$ cat config.mk
export PLATFORM = sky130hd
export DESIGN_NAME = hazard_stall_controller_flat
export DESIGN_NICKNAME = d
export VERILOG_FILES = /design/src/rtl/hazard_stall_controller_pkg.sv /design/src/rtl/hazard_stall_controller_if.sv /design/src/rtl/hazard_stall_controller_mem_wait_fsm.sv /design/src/rtl/hazard_stall_controller.sv /design/src/flat_wrapper.sv
export SDC_FILE = /design/constraint.sdc
export NUM_CORES = 1
export LEC_CHECK = 0
export BUFFER_PORTS_ARGS = -buffer_cell sky130_fd_sc_hd__buf_4
export CAP_MARGIN = 20
export CORE_MARGIN = 4
export CORE_UTILIZATION = 48
export DETAILED_ROUTE_END_ITERATION = 10
export HOLD_SLACK_MARGIN = 0.08
export PLACE_DENSITY = 0.74
export SETUP_SLACK_MARGIN = 0.3
export SYNTH_ARGS = -nofsm -noshare
export SYNTH_HDL_FRONTEND = slang
export SYNTH_SLANG_ARGS = --single-unit
$ cat constraint.sdc
create_clock -name clk -period 2 [get_ports clk]
set_clock_uncertainty 0.1 [all_clocks]
set_input_delay 0 -clock clk [delete_from_list [all_inputs] [get_ports clk]]
set_output_delay 0 -clock clk [all_outputs]
set_load 0.02 [all_outputs]
$ cat src/rtl/hazard_stall_controller_pkg.sv
// hazard_stall_controller_pkg: shared types and helpers for the pipeline stall controller
package hazard_stall_controller_pkg;
  localparam int REG_ADDR_W = 5;
  typedef struct packed {
    logic                  valid;
    logic [REG_ADDR_W-1:0] dest;
    logic                  wb_en;
    logic                  mem_r_en;
  } sb_entry_t;
  typedef enum logic {IDLE, WAIT} mem_state_t;
  function automatic logic src_hit(sb_entry_t e, logic [REG_ADDR_W-1:0] s1, logic [REG_ADDR_W-1:0] s2, logic use2);
    return e.valid && ((s1 != '0 && e.dest == s1) || (use2 && s2 != '0 && e.dest == s2));
  endfunction
endpackage

$ cat src/rtl/hazard_stall_controller_if.sv
// hazard_stall_controller_if: ID/branch/memory sequencing signals between the pipeline and the stall controller
interface hazard_stall_controller_if import hazard_stall_controller_pkg::*; #(parameter int STALL_CNT_W = 16);
  logic                   id_valid;
  logic [REG_ADDR_W-1:0]  id_src1;
  logic [REG_ADDR_W-1:0]  id_src2;
  logic                   id_single_src;
  logic                   id_mem_w_en;
  logic [REG_ADDR_W-1:0]  id_dest;
  logic                   id_wb_en;
  logic                   id_mem_r_en;
  logic                   br_taken;
  logic                   mem_req;
  logic                   mem_ready;
  logic                   hazard_detected;
  logic                   pc_freeze;
  logic                   if_id_freeze;
  logic                   if_flush;
  logic                   pipe_freeze;
  logic                   mem_error;
  logic [STALL_CNT_W-1:0] stall_count;
  modport master (
    output id_valid, id_src1, id_src2, id_single_src, id_mem_w_en, id_dest, id_wb_en, id_mem_r_en,
    output br_taken, mem_req, mem_ready,
    input  hazard_detected, pc_freeze, if_id_freeze, if_flush, pipe_freeze, mem_error, stall_count
  );
  modport slave (
    input  id_valid, id_src1, id_src2, id_single_src, id_mem_w_en, id_dest, id_wb_en, id_mem_r_en,
    input  br_taken, mem_req, mem_ready,
    output hazard_detected, pc_freeze, if_id_freeze, if_flush, pipe_freeze, mem_error, stall_count
  );
endinterface

$ cat src/rtl/hazard_stall_controller_mem_wait_fsm.sv
// hazard_stall_controller_mem_wait_fsm: SRAM handshake wait tracking, pipeline freeze and sticky timeout flag
module hazard_stall_controller_mem_wait_fsm import hazard_stall_controller_pkg::*; #(
  parameter int MEM_TIMEOUT = 64
) (
  input  logic clk,
  input  logic rst,
  input  logic mem_req,
  input  logic mem_ready,
  output logic pipe_freeze,
  output logic mem_error
);
  localparam int CW = $clog2(MEM_TIMEOUT + 1);
  mem_state_t state;
  logic [CW-1:0] cnt, cnt_nxt;
  logic stall;
  // Wait count: first pending cycle counts as 1, then saturates at the timeout
  always_comb begin
    stall = mem_req && !mem_ready;
    pipe_freeze = stall && !rst;
    cnt_nxt = !stall ? '0 : state == IDLE ? CW'(1) : cnt == CW'(MEM_TIMEOUT) ? cnt : cnt + 1'b1;
  end
  // State, counter and sticky error update
  always_ff @(posedge clk) begin
    if (rst) begin
      state <= IDLE;
      cnt <= '0;
      mem_error <= 1'b0;
    end else begin
      state <= stall ? WAIT : IDLE;
      cnt <= cnt_nxt;
      mem_error <= mem_error || cnt_nxt == CW'(MEM_TIMEOUT);
    end
  end
endmodule

$ cat src/rtl/hazard_stall_controller.sv
// hazard_stall_controller: EXE/MEM scoreboard hazard detection, branch flush and memory freeze (FORWARDING_EN: stall on load-use only)
module hazard_stall_controller import hazard_stall_controller_pkg::*; #(
  parameter int MEM_TIMEOUT = 64,
  parameter int STALL_CNT_W = 16
) (
  input logic clk,
  input logic rst,
  hazard_stall_controller_if.slave bus
);
  sb_entry_t exe, mem;
  logic use2, hz, hd, fl, pf;
  logic [STALL_CNT_W-1:0] cnt;
  logic unused_sb;
  hazard_stall_controller_mem_wait_fsm #(.MEM_TIMEOUT(MEM_TIMEOUT)) u_fsm (
    .clk(clk),
    .rst(rst),
    .mem_req(bus.mem_req),
    .mem_ready(bus.mem_ready),
    .pipe_freeze(pf),
    .mem_error(bus.mem_error)
  );
  // Hazard term and freeze/flush priority; a taken branch overrides the PC hold
  always_comb begin
    use2 = !bus.id_single_src || bus.id_mem_w_en;
`ifdef FORWARDING_EN
    hz = bus.id_valid && exe.mem_r_en && src_hit(exe, bus.id_src1, bus.id_src2, use2);
`else
    hz = bus.id_valid && ((exe.wb_en && src_hit(exe, bus.id_src1, bus.id_src2, use2)) ||
                          (mem.wb_en && src_hit(mem, bus.id_src1, bus.id_src2, use2)));
`endif
    hd = hz && !pf && !rst;
    fl = bus.br_taken && !pf && !rst;
    bus.hazard_detected = hd;
    bus.if_flush = fl;
    bus.pc_freeze = hd && !fl;
    bus.if_id_freeze = hd && !fl;
    bus.pipe_freeze = pf;
    bus.stall_count = cnt;
  end
  assign unused_sb = ^mem;
  // Scoreboard advances only when the pipeline moves; bubbles on hazard or taken branch
  always_ff @(posedge clk) begin
    if (rst) begin
      exe <= '0;
      mem <= '0;
    end else if (!pf) begin
      mem <= exe;
      exe <= (bus.id_valid && !hd && !bus.br_taken) ?
             sb_entry_t'{valid: 1'b1, dest: bus.id_dest, wb_en: bus.id_wb_en, mem_r_en: bus.id_mem_r_en} : '0;
    end
  end
  // Saturating hazard stall counter
  always_ff @(posedge clk) begin
    if (rst) cnt <= '0;
    else if (hd && cnt != '1) cnt <= cnt + 1'b1;
  end
endmodule

$ cat src/flat_wrapper.sv
// flat-port wrapper written by rule: the top's interface ports become plain ports
module hazard_stall_controller_flat import hazard_stall_controller_pkg::*;
#(
  parameter int MEM_TIMEOUT = 64,
  parameter int STALL_CNT_W = 16
)
  (clk, rst, bus_id_valid, bus_id_src1, bus_id_src2, bus_id_single_src, bus_id_mem_w_en, bus_id_dest, bus_id_wb_en, bus_id_mem_r_en, bus_br_taken, bus_mem_req, bus_mem_ready, bus_hazard_detected, bus_pc_freeze, bus_if_id_freeze, bus_if_flush, bus_pipe_freeze, bus_mem_error, bus_stall_count);
  hazard_stall_controller_if #(.STALL_CNT_W(STALL_CNT_W)) bus_i ();
  input logic clk;
  input logic rst;
  input wire logic [$bits(bus_i.id_valid)-1:0] bus_id_valid;
  input wire logic [$bits(bus_i.id_src1)-1:0] bus_id_src1;
  input wire logic [$bits(bus_i.id_src2)-1:0] bus_id_src2;
  input wire logic [$bits(bus_i.id_single_src)-1:0] bus_id_single_src;
  input wire logic [$bits(bus_i.id_mem_w_en)-1:0] bus_id_mem_w_en;
  input wire logic [$bits(bus_i.id_dest)-1:0] bus_id_dest;
  input wire logic [$bits(bus_i.id_wb_en)-1:0] bus_id_wb_en;
  input wire logic [$bits(bus_i.id_mem_r_en)-1:0] bus_id_mem_r_en;
  input wire logic [$bits(bus_i.br_taken)-1:0] bus_br_taken;
  input wire logic [$bits(bus_i.mem_req)-1:0] bus_mem_req;
  input wire logic [$bits(bus_i.mem_ready)-1:0] bus_mem_ready;
  output wire logic [$bits(bus_i.hazard_detected)-1:0] bus_hazard_detected;
  output wire logic [$bits(bus_i.pc_freeze)-1:0] bus_pc_freeze;
  output wire logic [$bits(bus_i.if_id_freeze)-1:0] bus_if_id_freeze;
  output wire logic [$bits(bus_i.if_flush)-1:0] bus_if_flush;
  output wire logic [$bits(bus_i.pipe_freeze)-1:0] bus_pipe_freeze;
  output wire logic [$bits(bus_i.mem_error)-1:0] bus_mem_error;
  output wire logic [$bits(bus_i.stall_count)-1:0] bus_stall_count;
  assign bus_i.id_valid = bus_id_valid;
  assign bus_i.id_src1 = bus_id_src1;
  assign bus_i.id_src2 = bus_id_src2;
  assign bus_i.id_single_src = bus_id_single_src;
  assign bus_i.id_mem_w_en = bus_id_mem_w_en;
  assign bus_i.id_dest = bus_id_dest;
  assign bus_i.id_wb_en = bus_id_wb_en;
  assign bus_i.id_mem_r_en = bus_id_mem_r_en;
  assign bus_i.br_taken = bus_br_taken;
  assign bus_i.mem_req = bus_mem_req;
  assign bus_i.mem_ready = bus_mem_ready;
  assign bus_hazard_detected = bus_i.hazard_detected;
  assign bus_pc_freeze = bus_i.pc_freeze;
  assign bus_if_id_freeze = bus_i.if_id_freeze;
  assign bus_if_flush = bus_i.if_flush;
  assign bus_pipe_freeze = bus_i.pipe_freeze;
  assign bus_mem_error = bus_i.mem_error;
  assign bus_stall_count = bus_i.stall_count;
  hazard_stall_controller #(.MEM_TIMEOUT(MEM_TIMEOUT), .STALL_CNT_W(STALL_CNT_W)) u_core (.clk(clk), .rst(rst), .bus(bus_i));
endmodule
; ---- Word-level counts from Yosys, hierarchy flattened
; Cells that the tools add are included.
; W data, S select, Z words.
[op_classes]
n_reduce_logical = 34
n_eq_ne = 7
muxes = 5
addsub = 2
[ops]
columns = op, n
row1 = $mux W7, 3
row2 = $eq A5 B5 Y1, 4
row3 = $logic_and A1 B1 Y1, 20
row4 = $add A16 B1 Y16 const B, 1
row5 = $ne A16 B16 Y1 const B, 1
row6 = $eq A7 B7 Y1 const B, 2
row7 = $reduce_bool A5 Y1, 2
row8 = $mux W8, 1
row9 = $add A7 B1 Y7 const B, 1
row10 = $logic_not A1 Y1, 7
row11 = $logic_or A1 B1 Y1, 5
row12 = $mux W1, 1
[totals]
regBits = 39
wordCells = 58

; ---- Logic depth before layout (Yosys ltp)
[depth]
ltp_word = 15
mapped_depth = 8
depth_no_buf = 8

; ---- Hierarchy
; From an unflattened synthesis, not the netlist that was laid out.
[unflattened]
cells_unflattened = 247
area_unflattened_um2 = 2217.1
[modules_own_cells]
columns = module, seq_area_each_um2, instances, cells_per_inst, area_per_inst_um2
row1 = hazard_stall_controller, 600.6, 1, 194, 1759.2
row2 = hazard_stall_controller_mem_wait_fsm, 180.2, 1, 53, 457.9

; ---- Worst setup path after synthesis
; OpenSTA, ideal clock, no wires.
[synth_timing]
kind = reg2out
startpoint = register u_core.exe[6] in the netlist's numbering
endpoint = output port bus_pc_freeze
required_ns = 1.900
arrival_ns = 2.276
setup_slack_ns = -0.376
path_buffers = 1
stages_incl_launch_ff = 8
cell_sequence = dfxtp_1 > xor2_1 > or4_4 > nor4_4 > nor2_1 > o22ai_2 > nor2b_1 > buf_4
[synth_via]
elab_chain_cells = 10
[synth_lines]
columns = item, line
row1 = from (decl), hazard_stall_controller.sv:10  ; sb_entry_t exe, mem;
row2 = from (signal assigned), hazard_stall_controller.sv:48  ; exe <= (bus.id_valid && !hd && !bus.br_taken) ?
row3 = $eq A5 B5 Y1, hazard_stall_controller_pkg.sv:12  ; return e.valid && ((s1 != '0 && e.dest == s1) || (use2 && s2 != '0 && e.dest == s2));
row4 = $logic_and A1 B1 Y1, hazard_stall_controller_pkg.sv:12
row5 = $logic_or A1 B1 Y1 *, hazard_stall_controller_pkg.sv:12
row6 = $logic_and A1 B1 Y1 *, hazard_stall_controller_pkg.sv:12
row7 = $logic_and A1 B1 Y1 *, hazard_stall_controller.sv:28  ; hz = bus.id_valid && ((exe.wb_en && src_hit(exe, bus.id_src1, bus.id_src2, use2)) ||
row8 = $logic_or A1 B1 Y1 *, hazard_stall_controller.sv:28
row9 = $logic_and A1 B1 Y1 *, hazard_stall_controller.sv:28
row10 = $logic_and A1 B1 Y1 * (2 in series), hazard_stall_controller.sv:31  ; hd = hz && !pf && !rst;
row11 = net bus_hazard_detected, flat_wrapper.sv:22  ; output wire logic [$bits(bus_i.hazard_detected)-1:0] bus_hazard_detected;
row12 = $logic_and A1 B1 Y1 *, --
row13 = to (decl), flat_wrapper.sv:23  ; output wire logic [$bits(bus_i.pc_freeze)-1:0] bus_pc_freeze;
; Mark *: on every way through the listed nets, which the timed path passes. The rest lies on a longest branch.

; ---- Worst setup path in the final report
[layout_timing]
startpoint = register u_core.exe[6] in the netlist's numbering
endpoint = register u_core.cnt[14] (netlist: u_core.bus.stall_count[14])
[layout_via]
elab_chain_cells = 10
[layout_lines]
columns = item, line
row1 = $eq A5 B5 Y1, hazard_stall_controller_pkg.sv:12
row2 = $logic_and A1 B1 Y1, hazard_stall_controller_pkg.sv:12
row3 = $logic_or A1 B1 Y1 *, hazard_stall_controller_pkg.sv:12
row4 = $logic_and A1 B1 Y1 *, hazard_stall_controller_pkg.sv:12
row5 = $logic_and A1 B1 Y1 *, hazard_stall_controller.sv:28
row6 = $logic_or A1 B1 Y1 *, hazard_stall_controller.sv:28
row7 = $logic_and A1 B1 Y1 *, hazard_stall_controller.sv:28
row8 = $logic_and A1 B1 Y1 * (2 in series), hazard_stall_controller.sv:31
row9 = $logic_and A1 B1 Y1 *, hazard_stall_controller.sv:55  ; else if (hd && cnt != '1) cnt <= cnt + 1'b1;
row10 = to (signal assigned), hazard_stall_controller.sv:55
row11 = to (decl), hazard_stall_controller.sv:12  ; logic [STALL_CNT_W-1:0] cnt;
; Every way passes the cells marked *; elsewhere a longest branch is shown, timed or not.
; A chain may end at the register's enable or synchronous reset.

==> metrics.md <==
| Metric | Value |
|---|---|
| First-pass GRT wire length | `about 9400 µm` |
| CP Cell Sequence | `xor2_1 > or4_4 > nor4_4 > buf_4 > o21ai_4 > a21bo_2 > or3_1 > a21oi_1` |
| Max-slew headroom | `0.6104` |
| Unique masters post-synth | `48` |
| Area of the multi-input gates | `1383 µm²` |
| Post-Synthesis Cells | `239` |
| Hold WS | `101.5 ps` |
| Post-synthesis sequential area ratio | `0.3768` |
| Share of cells above drive strength 1 | `0.4220` |
| Final setup fails | `26` |
| CP endpoint kind | `flop` |
| CTS H-tree depth | `2` |
| CP startpoint | `u_core.exe[6]` |
| DRC | `0` |
| Crit path to | `u_core.bus.stall_count[14]` |
| Placer Congestion | `0.8573` |
| Worst Hold Launch | `bus_mem_req` |
| Detailed Route Iter0 Violations | `122` |
| Final Max Tran Viols | `0` |
| Pleak | `1.311 nW` |
| Clock buffer depth | `2` |
| Num CTS Buffers | `5` |
| Area delta synth->final | `56.70%` |
| Tcrit/Tclk final | `1.155` |
| Reg2reg end | `u_core.bus.stall_count[14]` |
| RR Startpoint | `u_core.exe[6]` |
| Mapped Area | `slightly above 2000 µm²` |
| Row count | `23` |
| Tmin final | `2311 ps` |
| Vias in the first global route | `2112` |
| RSZ-0062 raised after global routing | `true` |
| Reg clk slew, reported paths | `80 ps` |
| Initial antenna violation count | `0` |
| Initial Utilization | `0.5070` |
| DRT Pass-1 Iters | `4` |
| Die ar. | `5432 µm²` |
| Core area | `4086 µm²` |
| Critical Path Max Stage Delay | `520 ps` |
| Syn_nets | `about 270` |
| Hpwl dp | `between 4000 and 5000 µm` |
| Via-to-Cell Ratio | `5.424` |
| Root buffer cell | `clkbuf_8` |
| Layout Nets | `about 370` |
| Highest clock rate | `approximately 430 MHz` |
| Die Height | `73.70 µm` |
| Gr usage total | `0.2209` |
| Worst slew pin tran | `approximately 580 ps` |
| # diodes | `0` |
| Vias post-DR | `2148` |
| Routed wire length | `6076 µm` |
| Seq cells post-synth | `39` |
| CTS tree | `done` |
| Fin Setup TNS | `-5886 ps` |
| WS Path Type | `reg2reg` |
| Crit path max fanout | `4` |
| Die W | `73.70 µm` |
| Flop2flop setup slack | `-310 ps` |
| Max cap viols | `0` |
| Fill cells | `270` |
| Reg2reg path depth | `8` |
| Slowest-stage cell, CP | `or4_4` |
| Crit path required time | `2130 ps` |
| ANT nets after route | `0` |
| Pwr Density | `459.4 nW/µm²` |
| CP startpoint kind | `flop` |
| I/O Buffers | `45` |
| Worst Slack Setup Final | `-310.8 ps` |
| Status | `finished with violations` |
| WL per Instance | `15.34 µm` |
| Avg Cell Area, Syn | `8.669 µm²` |
| FF/Latch Area | `approximately 790 µm²` |
| IO Count | `47` |
| Pin count of the biggest net entering global routing | `32` |
| Total congestion overflow | `0` |
| Clock latency on the worst-skew pair | `about 290 ps` |
| Synth warn | `0` |
| Hold WC Path Type | `in2reg` |
| Final hold viol count | `0` |
| Peak supply drop | `between 0.3 and 0.4 mV` |
| Failing checks | `negative setup slack` |
| Worst path arrival time | `2440 ps` |
| CTS Sinks | `39` |
## repair_timing
item                                    4_1_cts  5_1_grt
hold buffers                                 11        0
endpoints found under the setup margin       27       28
hold endpoints to repair                     14        0
gates resized for setup                      20       31
buffers inserted                              5        6
pin swaps                                     9       15
## critical path, delay by kind of cell (launching register included)
kind,cells,cell delay [ps]
flip-flops,1,330
XOR/XNOR,1,150
AO/OA/AOI/OAI,3,470
buffers and inverters,1,180
AND/OR/NAND/NOR,3,1030
## kinds of logic after synthesis
family | Yosys count | share of synthesized area
adder cells (fa/ha/maj) | 3 | 0.01812
AO/OA/AOI/OAI | 41 | 0.1431
buffers and inverters | 16 | 0.03502
XOR/XNOR | 35 | 0.1479
AND/OR/NAND/NOR | 103 | 0.2687
flip-flops | 39 | 0.3768
multiplexers | 2 | 0.01027
## how the worst min path moves through the flow
stage | cells after the start | slack, ps | to
finish | 3 | 100 | u_core.u_fsm.state
global route | 3 | 130 | u_core.u_fsm.state
detailed placement | 2 | 100 | u_core.mem[6]
CTS | 3 | 100 | u_core.u_fsm.state
global placement | 2 | 100 | u_core.mem[6]
floorplan | 1 | -70 | bus_if_id_freeze
## synthesized netlist by cell type, drive strengths merged
library cell | instances | area share
nand4 | 4 | 0.012
xor2 | 18 | 0.076
a211oi | 4 | 0.014
or4b | 2 | 0.011
nand2b | 1 | 0.0030
nor2b | 4 | 0.016
nor4 | 6 | 0.028
and3 | 5 | 0.015
dfxtp | 39 | 0.38
nand2 | 24 | 0.045
a21boi | 1 | 0.0036
a311oi | 1 | 0.0042
o22ai | 2 | 0.0091
a21oi | 15 | 0.036
a21o | 2 | 0.0072
or4 | 4 | 0.016
a22o | 6 | 0.025
and2 | 3 | 0.0091
nand3b | 1 | 0.0036
nand3 | 12 | 0.029
mux2i | 1 | 0.0048
o21ai | 4 | 0.013
a21bo | 1 | 0.0048
nor2 | 27 | 0.049
a41oi | 3 | 0.016
nor3b | 2 | 0.0072
nor3 | 4 | 0.012
inv | 7 | 0.013
clkbuf | 5 | 0.0091
xnor2 | 17 | 0.072
buf | 4 | 0.013
or3 | 4 | 0.012
mux2 | 1 | 0.0054
ha | 3 | 0.018
a31o | 2 | 0.0085
## cell usage in the layout, fill, tap and decap left out, drive strengths merged, types with 5 or more instances in the layout
cell type / netlist / routed
xnor2: 17 / 17
and3: 5 / 5
buf: 4 / 97
clkbuf: 5 / 6
nor4: 6 / 6
dfxtp: 39 / 39
nand2: 24 / 24
a22o: 6 / 6
xor2: 18 / 18
dlygate4sd3: 0 / 11
inv: 7 / 7
a21oi: 15 / 15
nand3: 12 / 12
nor2: 27 / 27
## layout make-up
class	instances	area share
multi-input combinational	184	0.4258
clock buffer	6	0.02235
sequential	39	0.2447
clock inverter	2	0.003854
tap	50	0.01927
timing repair buffer	108	0.2744
inverter	7	0.009634
## where the power goes
part           switching [mW]  leakage, nW  internal [mW]
clock                   0.281       0.0412          0.244
sequential            0.00771        0.318          0.781
combinational          0.0829        0.952         0.0948
## registers in the layout (all words and copies together) (netlist names)
name	flops
u_core.u_fsm.cnt	7
u_core.u_fsm.mem_error	1
u_core.bus.stall_count	16
u_core.exe	7
u_core.mem	7
u_core.u_fsm.state	1
## routing by layer
layer | part of all wire | GRT usage | up-vias
met5 | 0 | 0 | -
met4 | 0.024 | 0.08451 | 0
met3 | 0.040 | 0.04241 | 17
met2 | 0.52 | 0.3819 | 62
met1 | 0.42 | 0.2681 | 1021
li1 | - | - | 1048
## per-stage QoR
| step | instance area, µm² | cells | power (mW) | util | setup WS (ps) |
|---|---|---|---|---|---|
| floorplan | 2108 | 239 | 0.8795 | - | -147.2 |
| global placement | 2770 | 366 | 0.9538 | 0.6779 | -104.8 |
| detailed placement | 2770 | 366 | 0.9566 | 0.6779 | -198.5 |
| CTS | 3073 | 390 | 1.487 | 0.7520 | -258.9 |
| global route | 3247 | 396 | 1.537 | 0.7946 | -430.5 |
| finish | 3247 | 396 | 1.492 | 0.7946 | -310.8 |
(Power assumes the default switching activity.)
